`config.mk`:
```
export PLATFORM = sky130hd
export DESIGN_NAME = fan_pwm_bank
export DESIGN_NICKNAME = d
export VERILOG_FILES = /design/src/rtl/fan_pwm_bank.sv
export SDC_FILE = /design/constraint.sdc
export NUM_CORES = 1
export LEC_CHECK = 0
export ABC_AREA = 1
export ABC_CLOCK_PERIOD_IN_PS = 2600
export CAP_MARGIN = 20
export CORE_UTILIZATION = 41
export CTS_CLUSTER_SIZE = 12
export DETAILED_ROUTE_END_ITERATION = 12
export HOLD_SLACK_MARGIN = 0.1
export PLACE_DENSITY = 0.65
export SETUP_SLACK_MARGIN = 0.3
export SYNTH_ARGS = -nofsm -noshare
export SYNTH_HDL_FRONTEND = slang
export SYNTH_SLANG_ARGS = --single-unit
```
`constraint.sdc`:
```
create_clock -name clk -period 2.6 [get_ports clk]
set_input_delay 0.65 -clock clk [delete_from_list [all_inputs] [get_ports clk]]
set_output_delay 0.65 -clock clk [all_outputs]
set_load 0.005 [all_outputs]
```
`src/rtl/fan_pwm_bank.sv`:
```
// fan_pwm_bank: bank of PWM fan channels sharing one period counter.
// Duty changes are applied only at period wrap, either by jump or one-step ramp.
module fan_pwm_bank #(
    parameter int NCH = 4,
    parameter int W   = 8,
    localparam int CW = (NCH > 1) ? $clog2(NCH) : 1
) (
    input  logic           clk,
    input  logic           arst,
    input  logic           en,
    input  logic [W-1:0]   top,
    input  logic           ramp_en,
    input  logic           wr_en,
    input  logic [CW-1:0]  wr_ch,
    input  logic [W-1:0]   wr_duty,
    output logic           wr_ack,
    output logic [NCH-1:0] pwm_out,
    output logic [NCH*W-1:0] duty_cur,
    output logic [NCH-1:0] settled,
    output logic           period_end
);

    localparam logic [CW:0] NCH_L = (CW+1)'(NCH);

    logic [W-1:0] cnt;
    logic [W-1:0] tgt  [NCH];
    logic [W-1:0] dcur [NCH];
    logic [W-1:0] dnext [NCH];
    logic         wrap;
    logic         ch_ok;

    assign wrap  = en && (cnt >= top);
    assign ch_ok = ({1'b0, wr_ch} < NCH_L);

    // Shared period counter and wrap pulse; disabled bank idles at zero.
    always_ff @(posedge clk) begin
        if (!arst) begin
            cnt        <= '0;
            period_end <= 1'b0;
        end else if (!en) begin
            cnt        <= '0;
            period_end <= 1'b0;
        end else begin
            cnt        <= wrap ? '0 : cnt + W'(1);
            period_end <= wrap;
        end
    end

    // Target register file; writes accepted regardless of en.
    always_ff @(posedge clk) begin
        if (!arst) begin
            wr_ack <= 1'b0;
            for (int i = 0; i < NCH; i++) tgt[i] <= '0;
        end else begin
            wr_ack <= wr_en && ch_ok;
            if (wr_en && ch_ok) tgt[wr_ch] <= wr_duty;
        end
    end

    // Next applied duty: jump to target, or move one step toward it.
    always_comb begin
        for (int i = 0; i < NCH; i++) begin
            dnext[i] = dcur[i];
            if (!ramp_en) begin
                dnext[i] = tgt[i];
            end else if (dcur[i] < tgt[i]) begin
                dnext[i] = dcur[i] + W'(1);
            end else if (dcur[i] > tgt[i]) begin
                dnext[i] = dcur[i] - W'(1);
            end
        end
    end

    // Applied duty only moves at a wrap so a period is never cut short.
    always_ff @(posedge clk) begin
        if (!arst) begin
            for (int i = 0; i < NCH; i++) dcur[i] <= '0;
        end else if (wrap) begin
            for (int i = 0; i < NCH; i++) dcur[i] <= dnext[i];
        end
    end

    // Registered PWM compare, one cycle behind the counter.
    always_ff @(posedge clk) begin
        if (!arst) begin
            pwm_out <= '0;
        end else begin
            for (int i = 0; i < NCH; i++)
                pwm_out[i] <= en && (cnt < dcur[i]);
        end
    end

    // Flatten duties and report channels that reached their target.
    always_comb begin
        duty_cur = '0;
        settled  = '0;
        for (int i = 0; i < NCH; i++) begin
            duty_cur[i*W +: W] = dcur[i];
            settled[i]         = (dcur[i] == tgt[i]);
        end
    end

endmodule

```
Word level (Yosys, flattened, before mapping) --
Memory sizes are Yosys's and may differ from the RTL's. Index checks and enable logic that the tools add are counted.
Storage, ports and cells: register bits 14, memory bits (writable) 64, input bits 23, output and inout bits 42, word-level logic and storage cells 72, memories 2
Memory list:
- dcur | words 4, width 8, read ports 4, clocked after memory_dff 0, write ports 4, RTL line 27 | logic [W-1:0] dcur [NCH];
- tgt | words 4, width 8, read ports 4, clocked after memory_dff 0, write ports 4, RTL line 26 | logic [W-1:0] tgt [NCH];
Operators by class: add/sub/neg operators 9, $lt $le $gt $ge 13, equal/unequal tests 4, multiplexer cells 26, bitwise logic cells 6, reduce and logical (&&, ||, !) cells 8
Operators with widths (number):
- $mux 8 | 17
- $lt 8x8->1 | 8
- $add 8x1->8 const B | 5
- $eq 8x8->1 | 4
- $gt 8x8->1 | 4
- $sub 8x1->8 const B | 4
- $ge 8x8->1 | 1
- $mux 1 | 8
- $reduce_or 8->1 | 1
- $logic_and 1x1->1 | 5
- $or 1x1->1 | 4
- $reduce_or 3->1 | 1
- $mux 2 | 1
- $not 1->1 | 2
- $reduce_and 2->1 | 1

Depth between registers and ports, before layout --
Gate-level depths: netlist of the first run.
depth after elaboration 6, gate-level depth with buffers 19, mapped depth without buffers 19

Worst setup path after synthesis of the first run --
Ideal clock, no wire load.
path kind reg2reg, start point memory dcur[3][7], end point memory dcur[3][7] (data pin), library setup time 249 ps, arrival 2282 ps, data required time 2351 ps, path slack 69 ps, stages on the path, launching flop included 15, path buffers 0, clock period less this slack 2531 ps, path through edfxtp_1 > ha_1 > a21o_1 > nor2_1 > nand2_1 > ha_1 > nand3_1 > nand3_1 > nand2_1 > nand3_1 > inv_1 > nand3_1 > nand3_1 > nand2_1 > inv_1
RTL lines (RTL line):
- start: declaration | 27

==> flow_summary.ini, run 1 <==
[yosys]
synth_top_area_share_pct = 31.2
yosysSeqAreaShare_pct = 35.7
synth_top_cell_by_area = edfxtp_1
syn_area_per_cell_um2 = 8.01
syn_nets = 894
syn_area_um2 = 6160
synthTopCellsByArea = edfxtp_1, ha_1, nand2_1
ys_ff_latch = 78
synth_cell_types = 28
synthesis.instances = 770
yosys_warnings = 0

[worst_setup_path]
crit_cells = 12
critical_path_class = reg -> reg
rrSetupSlack_ps = 110
crit_path_end = dcur[1][6]
cp_max_fo = 6
start_kind = flip-flop
cp_common_cell = ha_4
ff2ff_path_depth = 12
critical_path.max_stage_delay_ps = 420
path_cells = inv_2 > ha_4 > a21o_1 > nor2_4 > nand2_8 > ha_4 > a21oi_2 > or2_1 > nand4_1 > nand2_1 > nor2_1 > nor3_1
critical_path_buf_inv_count = 1
startpoint = tgt[1][7]
r2r_start = tgt[1][7]
worstSetupEndpointType = flip-flop
crit_slowest_cell = edfxtp_1
worstReg2RegEnd = dcur[1][6]
arrival_ps = 2580
crit_required_ps = 2700
path_delay_family = simple AND/OR/NAND/NOR gates

[route]
drt_first_pass_iters = 5
antenna_left = 0
wl_um = 18000
wl_per_cell_um = 15.8
vias = 5779
drc = 0
first_iter_violations = 357
drt-vias-per-instance = 5.06

[placement]
hpwl_um = 12200
place_congestion = 0.813
dp_slack_ps = -137
placed_cells = 1066
io_buffer_count = 64

[timing]
worstMarginPinSlew_ps = 389
timing.final.crit_share_pct = 95.6
setup_slack_ps = 114
hold_violations = 0
fmax_ghz = 0.402
slew-limit-headroom_pct = 73.8
fin_setup_tns_ps = 0
setup_viol = 0
period_minus_slack_ps = 2490
hold_slack_ps = 613
skew_ps = 10.9
drv_slew = 0
rsz0062_at_grt = yes

[cells_and_area]
fin_util_pct = 63.2
fin_nets = 1077
finalNonFillerCells = 1141
n_antenna_cell = 0
syn2layout_area_growth_pct = 49.5
drive_gt1_share_pct = 30.9

[global_route]
grt.total_usage_pct = 22.8
grt_pass1_vias = 5606
grt_max_degree = 30
antenna_found_initial = 0
grt_pass1_wl_um = 27800
globalRouteOverflowTotal = 0

[clocking]
cts.sinks = 78
htree_levels = 3
clock_path_buffers = 2
insertion_delay_ps = 340
numCtsBuffers = 9
cts_tree = yes
cts_root_buf = clkbuf_16
clkTransAtPathRegs_ps = 60

[worst_hold_path]
hp-class = reg -> reg

[floorplan]
die_w_um = 125
num_rows = 44
core_area_um2 = 14600
start_util_pct = 42.3
die_area_um2 = 15500
dieHeight_um = 125
ios = 65

[power_and_ir_drop]
power_density_nw_per_um2 = 437
total_leakage_power_nw = 4.26
ir_drop_uv = 342

[job]
maxCapViolations = 0

[outcome]
status = completed
==> cells by family after synthesis <==
logic type | count (synthesis) | synth area share, %
flops | 78 | 35.7
fa+ha+maj | 101 | 21.0
buf+inv | 139 | 8.99
xor+xnor | 10 | 1.42
compound gates | 99 | 8.73
simple gates | 343 | 24.2
==> layout make-up <==
class	count	area [µm²]
clock buffers	9	225
fillers	1163	5370
well taps	184	230
multi-input cells	556	4430
inverters	129	487
clock inverters	6	77.6
repair buffers	179	1560
flip-flops and latches	78	2200
==> report_power, final <==
| group | total [W] | internal, W | switching [W] |
|---|---|---|---|
| Combinational | 0.00125 | 0.000593 | 0.000660 |
| Clock | 0.00132 | 0.000825 | 0.000495 |
| Sequential | 0.00146 | 0.00142 | 0.0000415 |
==> metrics by stage <==
stage / area [µm²] / power [W]
6_report: 9220 / 0.00403
3_5_place_dp: 7760 / 0.00237
4_1_cts: 8800 / 0.00389
3_3_place_gp: 7760 / 0.00236
2_1_floorplan: 6470 / 0.00207
5_1_grt: 9220 / 0.00422
==> how the worst min path moves through the flow <==
stage / startpoint / end / slack [ps] / cells after the start
global placement: cnt[0] / cnt[0] / 600 / 2
CTS: cnt[0] / cnt[0] / 630 / 2
floorplan: cnt[0] / cnt[0] / 460 / 1
detailed placement: cnt[0] / cnt[0] / 620 / 2
global route: tgt[0][2] / dcur[0][2] / 640 / 2
finish: tgt[0][2] / dcur[0][2] / 610 / 2
==> cell usage in the layout (no fill, tap or decap), drive strengths merged, types with 5 or more instances in the layout <==
cell type	synthesis	layout
inv	129	129
nor2	113	113
a31oi	8	8
nand3	50	50
a21oi	57	57
xnor2	6	6
o21a	5	5
dfxtp	14	14
a21o	8	8
nand4	12	12
clkdlybuf4s50	0	60
buf	7	118
nand2	155	158
o21ai	21	21
ha	97	97
nor3	9	9
edfxtp	64	64
clkbuf	3	10
==> sequential cells by signal (all words and copies together), names as in the netlist <==
register,flops
tgt,32
pwm_out,4
period_end,1
dcur,32
wr_ack,1
cnt,8
==> synthesized netlist by cell type, drive strengths merged <==
cell    instances
fa              4
nor2          113
a21o            8
or2             4
nand3          50
xor2            4
nor3            9
edfxtp         64
o21ai          21
ha             97
buf             7
xnor2           6
dfxtp          14
o21a            5
nand4          12
a21oi          57
a31oi           8
clkbuf          3
inv           129
nand2         155
==> metal layers <==
layer	global-route usage (%)	up-vias	wire, µm
met5	0	-	0
met3	3.91	19	994
met4	4.75	0	158
met1	29.4	2685	7720
met2	39.9	152	9140
li1	-	2923	-
==> tightest hold or removal path, stage by stage (launching register included) <==
cell and delay, ps:
edfxtp_1 370, a21oi_2 80, nor2_4 60
==> what timing repair did <==
item	in CTS	in global routing
gates cloned	3	0
endpoints found under the hold margin	0	0
hold buffers	0	0
endpoints found under the setup margin	62	64
gates resized for setup	81	81
setup buffers	42	15
pin swaps	71	76
No activity file was read; power rests on OpenSTA's default activity.
==> inputs of run 2 (changes only) <==
--- a/config.mk
+++ b/config.mk
@@ -6,7 +6,6 @@
 export NUM_CORES = 1
 export LEC_CHECK = 0
 export ABC_AREA = 1
-export ABC_CLOCK_PERIOD_IN_PS = 2600
 export CAP_MARGIN = 20
 export CORE_UTILIZATION = 41
 export CTS_CLUSTER_SIZE = 12
==> constraint.sdc (replaced) <==
create_clock -name clk -period 2.1 [get_ports clk]
set_input_delay 0.525 -clock clk [delete_from_list [all_inputs] [get_ports clk]]
set_output_delay 0.525 -clock clk [all_outputs]
set_load 0.005 [all_outputs]
==> run 2 against run 1 <==
  * The run now ends with negative setup slack left
  * Wire length increased by 19%
  * Non-clock buffer count up 82
  * Via count increased by 13%
  * Worst hold slack gained 12 ps
  * Maximum frequency down 5.3%
  * Final area increased by 14%
  * Final cell count up 7.4%
  * Die area is the same
  * Sequential power rose by 25%
  * Highest routed layer unchanged
==> flow_summary.ini, run 2 (synthesis results as in run 1) <==
[global_route]
antenna_found_initial = 0
grt_max_degree = 19
grt_pass1_vias = 6575
grt_pass1_wl_um = 31300
grt.total_usage_pct = 25.5
globalRouteOverflowTotal = 0

[clocking]
htree_levels = 3
insertion_delay_ps = 340
numCtsBuffers = 9
cts_tree = yes
hold_buffers = 0
cts.sinks = 78
cts_root_buf = clkbuf_16
clock_path_buffers = 2
clkTransAtPathRegs_ps = 70

[cells_and_area]
n_antenna_cell = 0
syn2layout_area_growth_pct = 69.7
final_cell_mix = buf_4, nand2_1, inv_1
finalNonFillerCells = 1225
final_area_um2 = 10500
final_common_cell = buf_4
top_regs = dcur (32), tgt (32), cnt (8)
drive_gt1_share_pct = 44.0
fin_nets = 1160

[route]
drc = 0
antenna_left = 0
first_iter_violations = 460
wl_um = 21500
wl_per_cell_um = 17.5
vias = 6528
drt_first_pass_iters = 7
drt-vias-per-instance = 5.33

[outcome]
status = finished, violations left
violations = negative setup slack

[floorplan]
ios = 65
die_w_um = 125
num_rows = 44
start_util_pct = 42.3
die_area_um2 = 15500
core_area_um2 = 14600
dieHeight_um = 125

[power_and_ir_drop]
switching_share_pct = 32.2
pwr-share-clk_pct = 30.0
p_sw_w = 0.00172
pwr-share-comb_pct = 36.1
total_leakage_power_nw = 4.90
power.internal_w = 0.00363
seqPwrFrac_pct = 34.0
power.total_w = 0.00536
power_density_nw_per_um2 = 512
ir_drop_uv = 418

[timing]
setup_slack_ps = -525
fin_setup_tns_ps = -16590
fmax_ghz = 0.381
period_minus_slack_ps = 2620
timing.final.crit_share_pct = 125
setup_viol = 64
rsz0062_at_grt = yes
slew-limit-headroom_pct = 71.2
drv_slew = 0
skew_ps = 9.13
hold_violations = 0
worstMarginPinSlew_ps = 432

[worst_setup_path]
rrSetupSlack_ps = -520
worstReg2RegEnd = dcur[3][7]
critical_path_class = reg -> reg
cp_max_fo = 5
crit_required_ps = 2210
worstSetupEndpointType = flip-flop
ff2ff_path_depth = 14
r2r_start = tgt[3][7]
arrival_ps = 2730
start_kind = flip-flop

[placement]
place_congestion = 0.847
dpl_cell_area_um2 = 8430
placed_cells = 1129
io_buffer_count = 64
hpwl_um = 13700

[worst_hold_path]
min-delay-start = tgt[3][2]
hp-class = reg -> reg
min_to = dcur[3][2]
hold_path_depth = 2

[job]
maxCapViolations = 0
run 2: metal layers:
layer	vias up	wire (µm)	GRT usage, %
met2	256	10900	45.1
met4	0	906	10.9
met1	3079	8340	30.4
li1	3105	-	-
met5	-	0	0
met3	88	1380	4.21
run 2: timing repair:
action	in CTS	in global routing
setup buffers	47	27
setup endpoints to repair	114	111
pin swaps	77	91
gates cloned	6	0
resized for setup	189	160
run 2: per-stage QoR:
stage          util, %  setup WS, ps  hold WS (ps)
2_1_floorplan        -          -212           464
4_1_cts           66.7          -343           624
6_report          71.7          -525           625
3_3_place_gp      57.8          -441           597
3_5_place_dp      57.8          -477           608
5_1_grt           71.7          -625           664
run 2: area by class of cell:
type                            count  area (µm²)
Tap cell                          184         230
Timing Repair Buffer              261        2410
Multi-Input combinational cell    557        4820
Inverter                          129         494
Fill cell                         977        4130
Clock inverter                      7        78.8
Clock buffer                        9         225
Sequential cell                    78        2200
run 2: power groups by stage:
stage | registers (W) | clock network (W) | logic [W]
3_3_place_gp | 0.00184 | 0 | 0.00128
6_report | 0.00182 | 0.00160 | 0.00193
3_5_place_dp | 0.00184 | 0 | 0.00133
5_1_grt | 0.00183 | 0.00168 | 0.00209
2_1_floorplan | 0.00184 | 0 | 0.000778
4_1_cts | 0.00181 | 0.00161 | 0.00160
run 2: how the worst max path moves through the flow:
stage / slack, ps / from / endpoint
global placement: -440 / top[7] / dcur[3][0]
detailed placement: -480 / top[7] / dcur[3][0]
global route: -630 / tgt[3][7] / dcur[3][7]
floorplan: -210 / dcur[1][7] / dcur[1][6]
finish: -520 / tgt[3][7] / dcur[3][7]
CTS: -340 / tgt[3][7] / dcur[3][6]
run 2: worst max-delay path, stage by stage (launching register included):
cell and delay [ps]:
edfxtp_1 470, inv_2 110, ha_4 210, a21o_1 180, nor2_4 250, nand2_8 140, ha_4 320, a21o_1 180
nand2_1 120, nand3_2 120, inv_1 50, nand3_1 70, nand3_1 70, nand2_1 70, inv_1 40
==> inputs of run 3 (changes only) <==
--- a/config.mk
+++ b/config.mk
@@ -7,11 +7,11 @@
 export LEC_CHECK = 0
 export ABC_AREA = 1
 export CAP_MARGIN = 20
-export CORE_UTILIZATION = 41
+export CORE_UTILIZATION = 35
 export CTS_CLUSTER_SIZE = 12
 export DETAILED_ROUTE_END_ITERATION = 12
 export HOLD_SLACK_MARGIN = 0.1
-export PLACE_DENSITY = 0.65
+export PLACE_DENSITY = 0.58
 export SETUP_SLACK_MARGIN = 0.3
 export SYNTH_ARGS = -nofsm -noshare
 export SYNTH_HDL_FRONTEND = slang
==> run 3 against run 2 <==
  * Largest power group unchanged
  * The run still ends with negative setup slack left
  * Critical path type unchanged
  * Setup slack gained 120 ps
  * Clock power shrank 4%
  * Power shrank 1.5%
  * Final area grew 1.6%
  * Sequential power is essentially flat
==> flow_summary.ini, run 3 (synthesis results as in run 1) <==
[timing]
rsz0062_at_grt = yes
hold_violations = 0
setup_viol = 60
drv_slew = 0
skew_ps = 8.74
timing.final.crit_share_pct = 119
fmax_ghz = 0.399
fin_setup_tns_ps = -13000
worstMarginPinSlew_ps = 510
slew-limit-headroom_pct = 65.9
hold_slack_ps = 615
period_minus_slack_ps = 2510
setup_slack_ps = -407

[cells_and_area]
n_antenna_cell = 0
drive_gt1_share_pct = 45.6
final_common_cell = buf_4
top_regs = dcur (32), tgt (32), cnt (8)
fin_nets = 1164
final_cell_mix = buf_4, nand2_1, inv_1
syn2layout_area_growth_pct = 72.4
fin_util_pct = 61.7

[worst_hold_path]
min-delay-start = tgt[3][2]
hp-class = reg -> reg
hold_path_depth = 2
min_to = dcur[3][2]

[outcome]
status = finished, violations left
violations = negative setup slack

[clocking]
htree_levels = 3
cts_tree = yes
hold_buffers = 0
insertion_delay_ps = 350
numCtsBuffers = 9
cts.sinks = 78
clock_path_buffers = 2
cts_root_buf = clkbuf_16
clkTransAtPathRegs_ps = 70

[worst_setup_path]
path_delay_family = simple AND/OR/NAND/NOR gates
r2r_start = tgt[1][7]
critical_path_class = reg -> reg
critical_path.max_stage_delay_ps = 450
cp_max_fo = 5
worstSetupEndpointType = flip-flop
crit_slowest_cell = edfxtp_1
start_kind = flip-flop
crit_required_ps = 2210
arrival_ps = 2620
critical_path_buf_inv_count = 4
ff2ff_path_depth = 16
worstReg2RegEnd = dcur[1][7]
rrSetupSlack_ps = -410
path_cells = inv_2 > ha_4 > a21o_1 > nor2_4 > buf_6 > nand2_8 > ha_4 > nand3_4 > nand3_4 > nand2_1 > nand3_2 > inv_1 > nand3_1 > nand3_1 > nand2_1 > inv_1

[route]
drt-vias-per-instance = 4.81
antenna_left = 0
vias = 6105
drc = 0
wl_um = 19800
drt_first_pass_iters = 5
wl_per_cell_um = 15.6
first_iter_violations = 288

[power_and_ir_drop]
power_density_nw_per_um2 = 497
total_leakage_power_nw = 4.92
ir_drop_uv = 430

[global_route]
grt_max_degree = 19
grt_pass1_vias = 5800
grt_pass1_wl_um = 29800
grt.total_usage_pct = 21.6
globalRouteOverflowTotal = 0
antenna_found_initial = 0

[floorplan]
core_area_um2 = 17200
die_w_um = 135
num_rows = 48
dieHeight_um = 135
ios = 65
start_util_pct = 35.8
die_area_um2 = 18100

[placement]
io_buffer_count = 64
place_congestion = 0.834
hpwl_um = 13800

[job]
maxCapViolations = 0
[run 3: stage by stage]
step / instance area, µm² / instances / total power (W) / setup WS (ps)
floorplan: 6670 / 770 / 0.00262 / -212
global placement: 8550 / 1174 / 0.00317 / -483
detailed placement: 8550 / 1174 / 0.00319 / -534
CTS: 9830 / 1243 / 0.00498 / -328
global route: 10600 / 1270 / 0.00553 / -558
finish: 10600 / 1270 / 0.00528 / -407
[run 3: power breakdown]
part	total [W]	switching, W	internal, W
combinational	0.00193	0.000971	0.000963
clock	0.00153	0.000703	0.000830
sequential	0.00181	0.0000600	0.00175
[run 3: per-layer routing]
layer	GRT usage, %	routed length [µm]	up-vias
met2	37.1	9690	151
li1	-	-	3105
met1	28.3	8750	2821
met4	5.74	414	0
met5	0	0	-
met3	3.08	983	28
[run 3: cell type report]
cell class / count / area (µm²)
Clock buffer: 9 / 225
Clock inverter: 7 / 62.6
Fill cell: 1350 / 6610
Inverter: 129 / 497
Multi-Input combinational cell: 557 / 4930
Sequential cell: 78 / 2200
Tap cell: 225 / 282
Timing Repair Buffer: 265 / 2420
[run 3: worst max path at each step]
stage / from / slack, ps / cells after the start / end
after CTS: tgt[3][7] / -330 / 12 / dcur[3][5]
final: tgt[1][7] / -410 / 16 / dcur[1][7]
after global routing: tgt[1][7] / -560 / 16 / dcur[1][7]
after global placement: top[7] / -480 / 9 / dcur[1][3]
after floorplan: dcur[1][7] / -210 / 11 / dcur[1][6]
after detailed placement: top[7] / -530 / 9 / dcur[1][2]
[run 3: repair_timing]
item                       4_1_cts  5_1_grt
setup endpoints to repair      110       82
gates cloned                     4        1
gates resized for setup        213      159
setup buffers                   49       26
pin swaps                       83       76
[run 3: worst reg2reg max path: stages (launching register included)]
cell	delay (ps)
edfxtp_1	450
inv_2	100
ha_4	200
a21o_1	180
nor2_4	140
buf_6	130
nand2_8	90
ha_4	340
nand3_4	90
nand3_4	90
nand2_1	80
nand3_2	70
inv_1	40
nand3_1	70
nand3_1	80
nand2_1	80
inv_1	40
